===== src/rtl/if_id_stage.sv =====
// IF/ID pipeline register with load-use hazard detection, stall/redirect handling
// and a saturating load-use stall counter; one-cycle latency from fetch to ID.
module if_id_stage #(
  parameter int          DELAY_SLOT = 1,
  parameter logic [31:0] NOP        = 32'h00000000
) (
  input  logic        Clk,
  input  logic        Reset,
  input  logic [31:0] pc_in,
  input  logic [31:0] instr_in,
  input  logic        stall_in,
  input  logic        idex_memRead,
  input  logic [4:0]  idex_rt,
  input  logic        redirect,
  output logic        PCWrite,
  output logic        bubble,
  output logic [31:0] ifid_pc,
  output logic [31:0] ifid_instr,
  output logic        ifid_valid,
  output logic [15:0] stall_count
);

  typedef enum logic {
    RUN   = 1'b0,
    STALL = 1'b1
  } state_t;

  state_t      state_q, state_d;
  logic [31:0] ifid_pc_q, ifid_pc_d;
  logic [31:0] ifid_instr_q, ifid_instr_d;
  logic        ifid_valid_q, ifid_valid_d;
  logic [15:0] stall_count_q, stall_count_d;

  logic        rs_match;
  logic        rt_match;
  logic        hz;

  // A squashed slot (valid=0) or a load into $0 can never create a dependency.
  always_comb begin
    rs_match = (idex_rt == ifid_instr_q[25:21]);
    rt_match = (idex_rt == ifid_instr_q[20:16]);
    hz       = (state_q == RUN) && idex_memRead && (idex_rt != 5'd0) &&
               ifid_valid_q && (rs_match || rt_match);
  end

  always_comb begin
    state_d       = state_q;
    ifid_pc_d     = ifid_pc_q;
    ifid_instr_d  = ifid_instr_q;
    ifid_valid_d  = ifid_valid_q;
    stall_count_d = stall_count_q;
    PCWrite       = 1'b1;
    bubble        = 1'b0;

    if (Reset) begin
      PCWrite = 1'b1;
      bubble  = 1'b0;
    end else if (stall_in) begin
      PCWrite = 1'b0;
    end else if (hz) begin
      // Redirect is dropped here; the branch stays in ID and resolves again after the bubble.
      PCWrite = 1'b0;
      bubble  = 1'b1;
      state_d = STALL;
      if (stall_count_q != 16'hFFFF) begin
        stall_count_d = stall_count_q + 16'd1;
      end
    end else if (redirect && (DELAY_SLOT == 0)) begin
      state_d      = RUN;
      ifid_pc_d    = pc_in + 32'd4;
      ifid_instr_d = NOP;
      ifid_valid_d = 1'b0;
    end else begin
      state_d      = RUN;
      ifid_pc_d    = pc_in + 32'd4;
      ifid_instr_d = instr_in;
      ifid_valid_d = 1'b1;
    end
  end

  always_ff @(posedge Clk) begin
    if (Reset) begin
      state_q       <= RUN;
      ifid_pc_q     <= 32'd0;
      ifid_instr_q  <= NOP;
      ifid_valid_q  <= 1'b0;
      stall_count_q <= 16'd0;
    end else begin
      state_q       <= state_d;
      ifid_pc_q     <= ifid_pc_d;
      ifid_instr_q  <= ifid_instr_d;
      ifid_valid_q  <= ifid_valid_d;
      stall_count_q <= stall_count_d;
    end
  end

  assign ifid_pc     = ifid_pc_q;
  assign ifid_instr  = ifid_instr_q;
  assign ifid_valid  = ifid_valid_q;
  assign stall_count = stall_count_q;

endmodule


===== config.mk =====
export PLATFORM = sky130hd
export DESIGN_NAME = if_id_stage
export DESIGN_NICKNAME = d
export VERILOG_FILES = /design/src/rtl/if_id_stage.sv
export SDC_FILE = /design/constraint.sdc
export NUM_CORES = 1
export LEC_CHECK = 0
export CORE_MARGIN = 2
export CORE_UTILIZATION = 40
export DETAILED_ROUTE_END_ITERATION = 16
export PLACE_DENSITY = 0.74
export SKIP_LAST_GASP = 1
export SLEW_MARGIN = 25
export SYNTH_ARGS = -nofsm -noshare
export SYNTH_HDL_FRONTEND = slang
export SYNTH_SLANG_ARGS = --single-unit

===== constraint.sdc =====
create_clock -name Clk -period 3.6 [get_ports Clk]
set_input_delay 1.08 -clock Clk [delete_from_list [all_inputs] [get_ports Clk]]
set_output_delay 1.08 -clock Clk [all_outputs]
set_load 0.1 [all_outputs]

==> results of run 1 <==
-- per-stage QoR --
stage	hold slack [ps]	setup WS, ps	util, %	TNS, ps
floorplan	449	59.6	-	0
global route	499	11.2	60.4	0
detailed placement	462	-191	57.9	-290
global placement	454	-102	57.9	-131
finish	469	108	60.4	0
CTS	474	109	60.4	0
-- metal layers --
layer	GRT usage (%)	up-vias
li1	-	2130
met3	5.36	26
met4	8.57	0
met5	0	-
met2	38.4	137
met1	28.2	2066
-- Yosys cell counts, drive strengths merged, types with 4 or more instances --
cell type / instances / area, µm²
a211oi: 26 / 195
a21oi: 40 / 200
and3: 6 / 37.5
and4: 5 / 43.8
buf: 10 / 50.1
clkbuf: 31 / 116
dfxtp: 82 / 1640
inv: 4 / 15.0
mux2: 6 / 67.6
nand2: 20 / 75.1
nand3: 52 / 260
nand4: 12 / 81.3
nor2: 22 / 85.1
nor2b: 7 / 43.8
nor3: 35 / 175
nor4: 8 / 50.1
o21ai: 36 / 180
o311ai: 6 / 52.6
o41ai: 6 / 52.6
or2: 6 / 37.5
or4: 5 / 41.3
xnor2: 29 / 254
xor2: 5 / 43.8
-- final cells by class --
class	instances	area [µm²]
clock buffer	10	128
clock inverter	5	80.1
fill	902	3880
inverter	6	22.5
multi-input combinational	365	2340
sequential	82	1640
tap	133	166
timing repair buffer	176	1550
-- critical path: stages --
cell and delay [ps]:
dlygate4sd2_1 320, xnor2_2 200, nand3_1 170, buf_4 180
o221ai_4 190, nand3_4 110, buf_12 170
-- cell families (layout without fill, tap and decap cells) --
kind of cell / count (synthesis) / after routing
flops: 82 / 82
simple gates: 188 / 188
xor+xnor: 34 / 34
fa+ha+maj: 2 / 2
mux: 6 / 6
compound gates: 135 / 135
buf+inv: 47 / 197
-- layout by cell type, fill, tap and decap left out, types with 4 or more instances in the layout --
cell type and n:
dfxtp_1 82, nand2_1 20, dlygate4sd2_1 5, o21ai_0 36
clkdlybuf4s50_1 66, mux2_2 6, and4_1 5, xnor2_2 4
a21oi_1 40, nor2b_1 7, xor2_1 5, xnor2_1 25
nand4_1 11, nor2_1 20, nor4_1 8, nor3_1 35
a211oi_1 25, inv_1 4, and3_1 6, clkbuf_8 9
buf_12 5, or4_1 4, buf_4 99, o41ai_1 6
or2_2 6, o311ai_0 6, nand3_1 50
-- sequential cells by signal, summed over array words and instances, names as in the netlist --
name / flops
ifid_instr: 32
ifid_pc: 32
stall_count: 16
ifid_valid: 1
state_q: 1
-- how the worst max path moves through the flow --
| stage | cells after the start | end | start | slack, ps |
|---|---|---|---|---|
| after detailed placement | 7 | bubble | idex_rt[0] | -190 |
| after floorplan | 6 | PCWrite | idex_rt[4] | 60 |
| after global routing | 7 | PCWrite | idex_rt[0] | 10 |
| after CTS | 6 | bubble | idex_memRead | 110 |
| after global placement | 7 | bubble | idex_rt[4] | -100 |
| final | 7 | PCWrite | idex_rt[0] | 110 |
-- repair_timing --
action / CTS / global route
setup endpoints to repair: 2 / 1
resized for setup: 11 / 1
pin swaps: 1 / 0
setup buffers: 0 / 0
endpoints found under the hold margin: 0 / 0
hold buffers: 0 / 0
-- report_power, final --
part           switching (mW)  internal [mW]  leakage (nW)  total, mW
Sequential             0.0393          0.965         0.677       1.00
Clock                   0.338          0.386        0.0984      0.724
Combinational           0.638          0.245          1.42      0.883
==> out/metrics.yaml, run 1 <==
min_path:
  min_to: "ifid_instr[31]"
  hold_path_startpoint: "ifid_instr[31]"
  worstHoldPathType: "reg -> reg"
  whs_path_depth: 2
setup_path:
  crit_required_ps: 2520
  critPathLaunchType: "input port"
  reg2reg_to: "ifid_pc[17]"
  ff2ff_path_depth: 8
  worstSetupPathType: "in -> out"
  worstPathArrival_ps: 2410
  path_max_fanout: 3
  worst-r2r-setup-slack_ps: 1240
  r2r-start: "ifid_instr[16]"
  worstSetupEndpointType: "output port"
route:
  dr.max_layer_used: "met4"
  met2_length_mm: 6.33
  dr_total_vias: 4359
  ant_nets: 0
  wl_met3_um: 784
  drt_pass1_iterations: 4
  wl_met1_mm: 5.19
  drc: 0
  routedWlPerCell_um: 16.2
  via_per_inst: 5.61
  drt_iter0_markers: 255
  routed_wl_mm: 12.6
clock_network:
  cts_buffers: 9
  cts_root_buf: "clkbuf_8"
  cts_buffer_depth: 2
  clock_latency_ps: 360
  clk_pin_slew_ps: 80
  cts_tree: "yes"
  clkSinkCount: 82
  htree_levels: 3
global_routing:
  grt_pass1_vias: 4078
  antenna_found_initial: 0
  overflow: 0
  grtUsageTotal_pct: 22.8
  grt_max_degree: 80
  grt_pass1_wl_mm: 20.5
logic_synthesis:
  yosysWarnings: 0
  muxShareOfSynthArea_pct: 1.66
  yosys_most_used_dff: "dfxtp_1"
  synth_top_family_by_area: "simple AND/OR/NAND/NOR gates"
  synth_fa_ha_area_share_pct: 0.614
  syn_area_um2: 4070
  synth-seq-cells: 82
  avgSynthCellArea_um2: 8.25
  synth_edf_count: 0
  synth-xor-area-share_pct: 7.31
  seq_area_frac_synth_pct: 40.3
  synthDistinctLibCells: 47
  syn_nets: 570
  synth_compound_area_share_pct: 20.9
  synth_simple_gate_area_share_pct: 24.6
  async_reset_ff_share_pct: 0
  syn_inst: 494
timing:
  finalCritPeriodShare_pct: 97.0
  clock_skew_ps: 8.73
  setup_viol: 0
  worstMarginPinSlew_ps: 832
  fin_crit_ps: 3490
  fmax_mhz: 286
  slew_violations: 0
  slew_headroom_pct: 44.5
  rsz0062_at_grt: "no"
  hold_viol: 0
floorplanning:
  rows: 36
  core-area_um2: 9820
  die_x_um: 105
  die_area_um2: 11000
  fp.dieH_um: 105
  boundaryPins: 157
  initial_utilization_pct: 41.5
final_layout:
  antenna_cells: 0
  syn2layout_area_growth_pct: 45.7
  drive_gt1_share_pct: 22.7
  final_cell_area_um2: 5930
  nNetsFinal: 716
  fin_cells: 777
placed_design:
  placed_cell_area_um2: 5690
  dp_cells: 762
  detailed_place_hpwl_mm: 8.64
  port_buffers: 155
  place.gp.congestion: 0.808
power:
  ir_drop_uv: 270
  p_leak_nw: 2.19
  cellPowerDensity_nw_per_um2: 440
  p_total_mw: 2.61
flow_run:
  cap_violations: 0
run_status:
  outcome: "finished, final reports clean"
(Power assumes the default switching activity.)
==> inputs of run 2 (changes only) <==
--- a/config.mk
+++ b/config.mk
@@ -5,7 +5,6 @@
 export SDC_FILE = /design/constraint.sdc
 export NUM_CORES = 1
 export LEC_CHECK = 0
-export CORE_MARGIN = 2
 export CORE_UTILIZATION = 40
 export DETAILED_ROUTE_END_ITERATION = 16
 export PLACE_DENSITY = 0.74
==> out/metrics.yaml, run 2 (synthesis results as in run 1) <==
setup_path:
  critPathLaunchType: "input port"  # unchanged
  path_max_fanout: 2  # was 3
  worstSetupEndpointType: "output port"  # unchanged
  crit_chain: "clkdlybuf4s50_1, nand2_1, a211oi_1, nand3_1, nor2_4, buf_12"  # was dlygate4sd2_1, xnor2_2, nand3_1, buf_4, o221ai_4, nand3_4, buf_12
  worstSetupPathType: "in -> out"  # unchanged
  slowest_delay_ps: 450  # was 320 ps
  critPathSlowestCell: "clkdlybuf4s50_1"  # was dlygate4sd2_1
  worstPathArrival_ps: 2420  # was 2410 ps
  crit_required_ps: 2520  # about the same
timing:
  hold_viol: 0  # unchanged
  fmax_mhz: 286  # about the same
  whs_ps: 471  # was 469 ps
  slew_violations: 0  # unchanged
  fin_crit_ps: 3500  # was 3490 ps
  rsz0062_at_grt: "no"  # unchanged
  setup_viol: 0  # unchanged
  clock_skew_ps: 9.57  # was 8.73 ps
  worstMarginPinSlew_ps: 811  # was 832 ps
  finalCritPeriodShare_pct: 97.2  # was 97.0%
  slew_headroom_pct: 45.9  # was 44.5%
  fin_ws_ps: 99.2  # was 108 ps
power:
  cellPowerDensity_nw_per_um2: 452  # was 440 nW/µm²
  ir_drop_uv: 228  # was 270 µV
  p_leak_nw: 2.21  # was 2.19 nW
  p_total_mw: 2.69  # was 2.61 mW
clock_network:
  clock_latency_ps: 360  # about the same
  cts_tree: "yes"  # unchanged
  clkSinkCount: 82  # unchanged
  holdBufCountCts: 0  # unchanged
  clk_pin_slew_ps: 80  # about the same
  cts_buffers: 9  # unchanged
  cts_buffer_depth: 2  # unchanged
  cts_root_buf: "clkbuf_8"  # unchanged
  htree_levels: 3  # unchanged
route:
  routedWlPerCell_um: 16.0  # was 16.2 µm
  routed_wl_mm: 12.5  # was 12.6 mm
  drt_iter0_markers: 173  # was 255
  ant_nets: 0  # unchanged
  dr_total_vias: 4317  # was 4359
  via_per_inst: 5.51  # was 5.61
  drt_pass1_iterations: 4  # unchanged
  drc: 0  # unchanged
floorplanning:
  rows: 36  # unchanged
  die_area_um2: 10600  # was 11000 µm²
  boundaryPins: 157  # unchanged
  die_x_um: 103  # was 105 µm
  fp.dieH_um: 103  # was 105 µm
  core-area_um2: 9820  # unchanged
  initial_utilization_pct: 41.5  # unchanged
global_routing:
  overflow: 0  # unchanged
  grt_pass1_wl_mm: 19.7  # was 20.5 mm
  grt_pass1_vias: 4066  # was 4078
  globalRouteMet1Util_pct: 29.5  # was 28.2%
  met3_usage_pct: 5.08  # was 5.36%
  grtUsageTotal_pct: 24.0  # was 22.8%
  antenna_found_initial: 0  # unchanged
  grt_max_degree: 77  # was 80
  grt-busiest-layer: "met2"  # unchanged
  gr-usage-met2_pct: 40.4  # was 38.4%
min_path:
  worstHoldPathType: "reg -> reg"  # unchanged
final_layout:
  syn2layout_area_growth_pct: 46.5  # was 45.7%
  drive_gt1_share_pct: 22.9  # was 22.7%
  antenna_cells: 0  # unchanged
  final_common_cell: "buf_4"  # unchanged
  layout_common_cells: "106 x buf_4, 82 x dfxtp_1, 66 x clkdlybuf4s50_1"  # was 99 x buf_4, 82 x dfxtp_1, 66 x clkdlybuf4s50_1
  nNetsFinal: 722  # was 716
placed_design:
  place.gp.congestion: 0.867  # was 0.808
  pre_cts_ws_ps: -144  # was -191 ps
  detailed_place_hpwl_mm: 8.86  # was 8.64 mm
  port_buffers: 155  # unchanged
flow_run:
  cap_violations: 0  # unchanged
run_status:
  outcome: "finished, final reports clean"  # unchanged
run 2: area by class of cell:
cell class	count	area (µm²)
clock buffers	9	124
clock inverters	7	118
fillers	910	3850
inverters	6	22.5
multi-input cells	365	2310
flip-flops and latches	82	1640
well taps	133	166
repair buffers	182	1590
run 2: per-layer routing:
metal / part of all wire [%] / wire length, µm
met5: 0 / 0
met4: 1.8 / 223
met1: 42 / 5240
met3: 5.3 / 662
met2: 51 / 6380
run 2: timing repair:
item	CTS	global route
pin swaps	1	0
setup endpoints to repair	2	1
resized for setup	6	1
setup buffers	1	0
run 2: worst max-delay path, delay by kind of cell:
family | cells | cell delay (ps)
buffers and inverters | 2 | 630
AOI/OAI and AO/OA | 1 | 300
and+or+nand+nor | 3 | 410
run 2: worst paths after layout:
check,slack (ps),to,cells after the start,start
min reg2reg,470,ifid_instr[7],2,ifid_instr[7]
min,470,ifid_instr[7],2,ifid_instr[7]
max reg2reg,1350,ifid_pc[17],8,ifid_instr[24]
max,100,bubble,6,idex_memRead
run 2: per-stage QoR:
stage / cell area (µm²) / TNS (ps) / instances / utilization [%]
6_report: 5970 / 0 / 784 / 60.8
5_1_grt: 5970 / 0 / 784 / 60.8
4_1_cts: 5960 / 0 / 784 / 60.7
3_5_place_dp: 5710 / -231 / 767 / 58.2
3_3_place_gp: 5710 / -114 / 767 / 58.2
2_1_floorplan: 4100 / 0 / 494 / -
run 2: report_power, final:
part / switching, mW / total, mW / internal, mW
Combinational: 0.635 / 0.880 / 0.244
Sequential: 0.0376 / 1.00 / 0.965
Clock: 0.353 / 0.812 / 0.459
==> inputs of run 3 (changes only) <==
--- a/config.mk
+++ b/config.mk
@@ -5,9 +5,11 @@
 export SDC_FILE = /design/constraint.sdc
 export NUM_CORES = 1
 export LEC_CHECK = 0
-export CORE_UTILIZATION = 40
+export CELL_PAD_IN_SITES_DETAIL_PLACEMENT = 1
+export CELL_PAD_IN_SITES_GLOBAL_PLACEMENT = 2
+export CORE_UTILIZATION = 24
 export DETAILED_ROUTE_END_ITERATION = 16
-export PLACE_DENSITY = 0.74
+export PLACE_DENSITY_LB_ADDON = 0.1
 export SKIP_LAST_GASP = 1
 export SLEW_MARGIN = 25
 export SYNTH_ARGS = -nofsm -noshare
==> out/metrics.yaml, run 3 (synthesis results as in run 1) <==
power:
  p_sw_mw: 1.08  # was 1.03 mW
  power_frac_comb_pct: 30.6  # was 32.6%
  cellPowerDensity_nw_per_um2: 474  # was 452 nW/µm²
  p_int_mw: 1.84  # was 1.67 mW
  p_total_mw: 2.92  # was 2.69 mW
  p_leak_nw: 2.26  # was 2.21 nW
  clkPwrFrac_pct: 35.0  # was 30.1%
  seq_power_share_pct: 34.4  # was 37.2%
  power.share.switching_pct: 37.1  # was 38.1%
  ir_drop_uv: 232  # was 228 µV
timing:
  slew_violations: 0  # unchanged
  clock_skew_ps: 8.83  # was 9.57 ps
  worstMarginPinSlew_ps: 583  # was 811 ps
  rsz0062_at_grt: "no"  # unchanged
  whs_ps: 467  # was 471 ps
  setup_viol: 0  # unchanged
  slew_headroom_pct: 61.1  # was 45.9%
  fmax_mhz: 287  # was 286 MHz
  hold_viol: 0  # unchanged
  fin_crit_ps: 3480  # was 3500 ps
  finalCritPeriodShare_pct: 96.7  # was 97.2%
clock_network:
  htree_levels: 3  # unchanged
  cts_buffer_depth: 2  # unchanged
  clkSinkCount: 82  # unchanged
  cts_root_buf: "clkbuf_16"  # was clkbuf_8
  holdBufCountCts: 0  # unchanged
  cts_buffers: 9  # unchanged
  clk_pin_slew_ps: 70  # was 80 ps
  cts_tree: "yes"  # unchanged
  clock_latency_ps: 340  # was 360 ps
floorplanning:
  die_area_um2: 17500  # was 10600 µm²
  initial_utilization_pct: 24.6  # was 41.5%
  core-area_um2: 16600  # was 9820 µm²
  die_x_um: 132  # was 103 µm
  rows: 47  # was 36
  boundaryPins: 157  # unchanged
  fp.dieH_um: 132  # was 103 µm
final_layout:
  syn2layout_area_growth_pct: 51.2  # was 46.5%
  final_cell_area_um2: 6160  # was 5970 µm²
  layout_common_cells: "108 x buf_4, 82 x dfxtp_1, 66 x clkdlybuf4s50_1"  # was 106 x buf_4, 82 x dfxtp_1, 66 x clkdlybuf4s50_1
  antenna_cells: 0  # unchanged
  fin_cells: 872  # was 784
  n_fill_cell: 1941  # was 910
  nNetsFinal: 723  # was 722
  final_common_cell: "buf_4"  # unchanged
  drive_gt1_share_pct: 23.2  # was 22.9%
route:
  routed_wl_mm: 14.9  # was 12.5 mm
  via_per_inst: 5.01  # was 5.51
  drt_iter0_markers: 191  # was 173
  ant_nets: 0  # unchanged
  drt_pass1_iterations: 4  # unchanged
  dr_total_vias: 4369  # was 4317
  routedWlPerCell_um: 17.0  # was 16.0 µm
  drc: 0  # unchanged
global_routing:
  grt_pass1_vias: 4423  # was 4066
  overflow: 0  # unchanged
  met3_usage_pct: 4.58  # was 5.08%
  grt-busiest-layer: "met2"  # unchanged
  antenna_found_initial: 0  # unchanged
  grt_max_degree: 64  # was 77
  globalRouteMet1Util_pct: 20.9  # was 29.5%
  grt_pass1_wl_mm: 23.5  # was 19.7 mm
  gr-usage-met2_pct: 29.2  # was 40.4%
  grtUsageTotal_pct: 17.1  # was 24.0%
setup_path:
  path_max_fanout: 3  # was 2
  worstSetupEndpointType: "output port"  # unchanged
  crit_required_ps: 2520  # about the same
  worstPathArrival_ps: 2400  # was 2420 ps
  critPathLaunchType: "input port"  # unchanged
  worstSetupPathType: "in -> out"  # unchanged
min_path:
  worstHoldPathType: "reg -> reg"  # unchanged
placed_design:
  port_buffers: 155  # unchanged
  dp_cells: 855  # was 767
  detailed_place_hpwl_mm: 10.6  # was 8.86 mm
  place.gp.congestion: 0.775  # was 0.867
  placed_cell_area_um2: 5820  # was 5710 µm²
flow_run:
  cap_violations: 0  # unchanged
run_status:
  outcome: "finished, final reports clean"  # unchanged
[run 3: changes by cell type in the layout (fill, tap and decap cells not counted), sizes merged]
cell,change
clkinvlp,-2
clkbuf,+2
buf,+1
clkinv,+1
bufinv,-1
[run 3: metrics by stage]
stage          setup TNS, ps  setup WS [ps]  utilization [%]
2_1_floorplan              0           59.6                -
3_3_place_gp            -194           -136             35.1
3_5_place_dp            -465           -281             35.1
4_1_cts                    0           96.7             37.2
5_1_grt                    0           8.18             37.2
6_report                   0            117             37.2
[run 3: what timing repair did]
item | 4_1_cts | 5_1_grt
setup endpoints to repair | 2 | 0
gates resized for setup | 9 | 0
buffers inserted | 1 | 0
endpoints found under the hold margin | 0 | 0
[run 3: final cells by class]
class                   count  area [µm²]  area share, %
clock buffers              11         243           3.94
well taps                 220         275           4.47
clock inverters             5        77.6           1.26
multi-input cells         365        2320           37.7
repair buffers            183        1580           25.6
inverters                   6        22.5          0.366
flip-flops and latches     82        1640           26.6
[run 3: final timing paths]
path | slack (ps) | endpoint | cells past startpoint | start
setup / recovery | 120 | PCWrite | 7 | idex_rt[4]
hold / removal | 470 | ifid_instr[5] | 2 | ifid_instr[5]
setup reg to reg | 1210 | ifid_pc[17] | 8 | ifid_instr[22]
hold reg to reg | 470 | ifid_instr[5] | 2 | ifid_instr[5]
[run 3: per-layer routing]
| metal | vias up | wire, µm | share of wire (%) |
|---|---|---|---|
| met5 | - | 0 | 0 |
| met4 | 0 | 180 | 1.2 |
| met3 | 12 | 813 | 5.5 |
| met2 | 83 | 7260 | 49 |
| met1 | 2129 | 6620 | 45 |
| li1 | 2145 | - | - |
[run 3: worst max-delay path, cell delays in order]
cell,delay (ps)
dlygate4sd2_1,290
xnor2_1,200
nand3_1,140
buf_4,170
o221ai_4,220
nand3_4,110
buf_12,180
[run 3: power groups by stage]
stage                     sequential (mW)  combinational, mW  clock (mW)
after detailed placement             1.02              0.900           0
after floorplan                      1.43              0.195           0
after global routing                 1.01              0.939        1.09
final                                1.00              0.894        1.02
after CTS                            1.00              0.904        1.05
after global placement               1.02              0.892           0
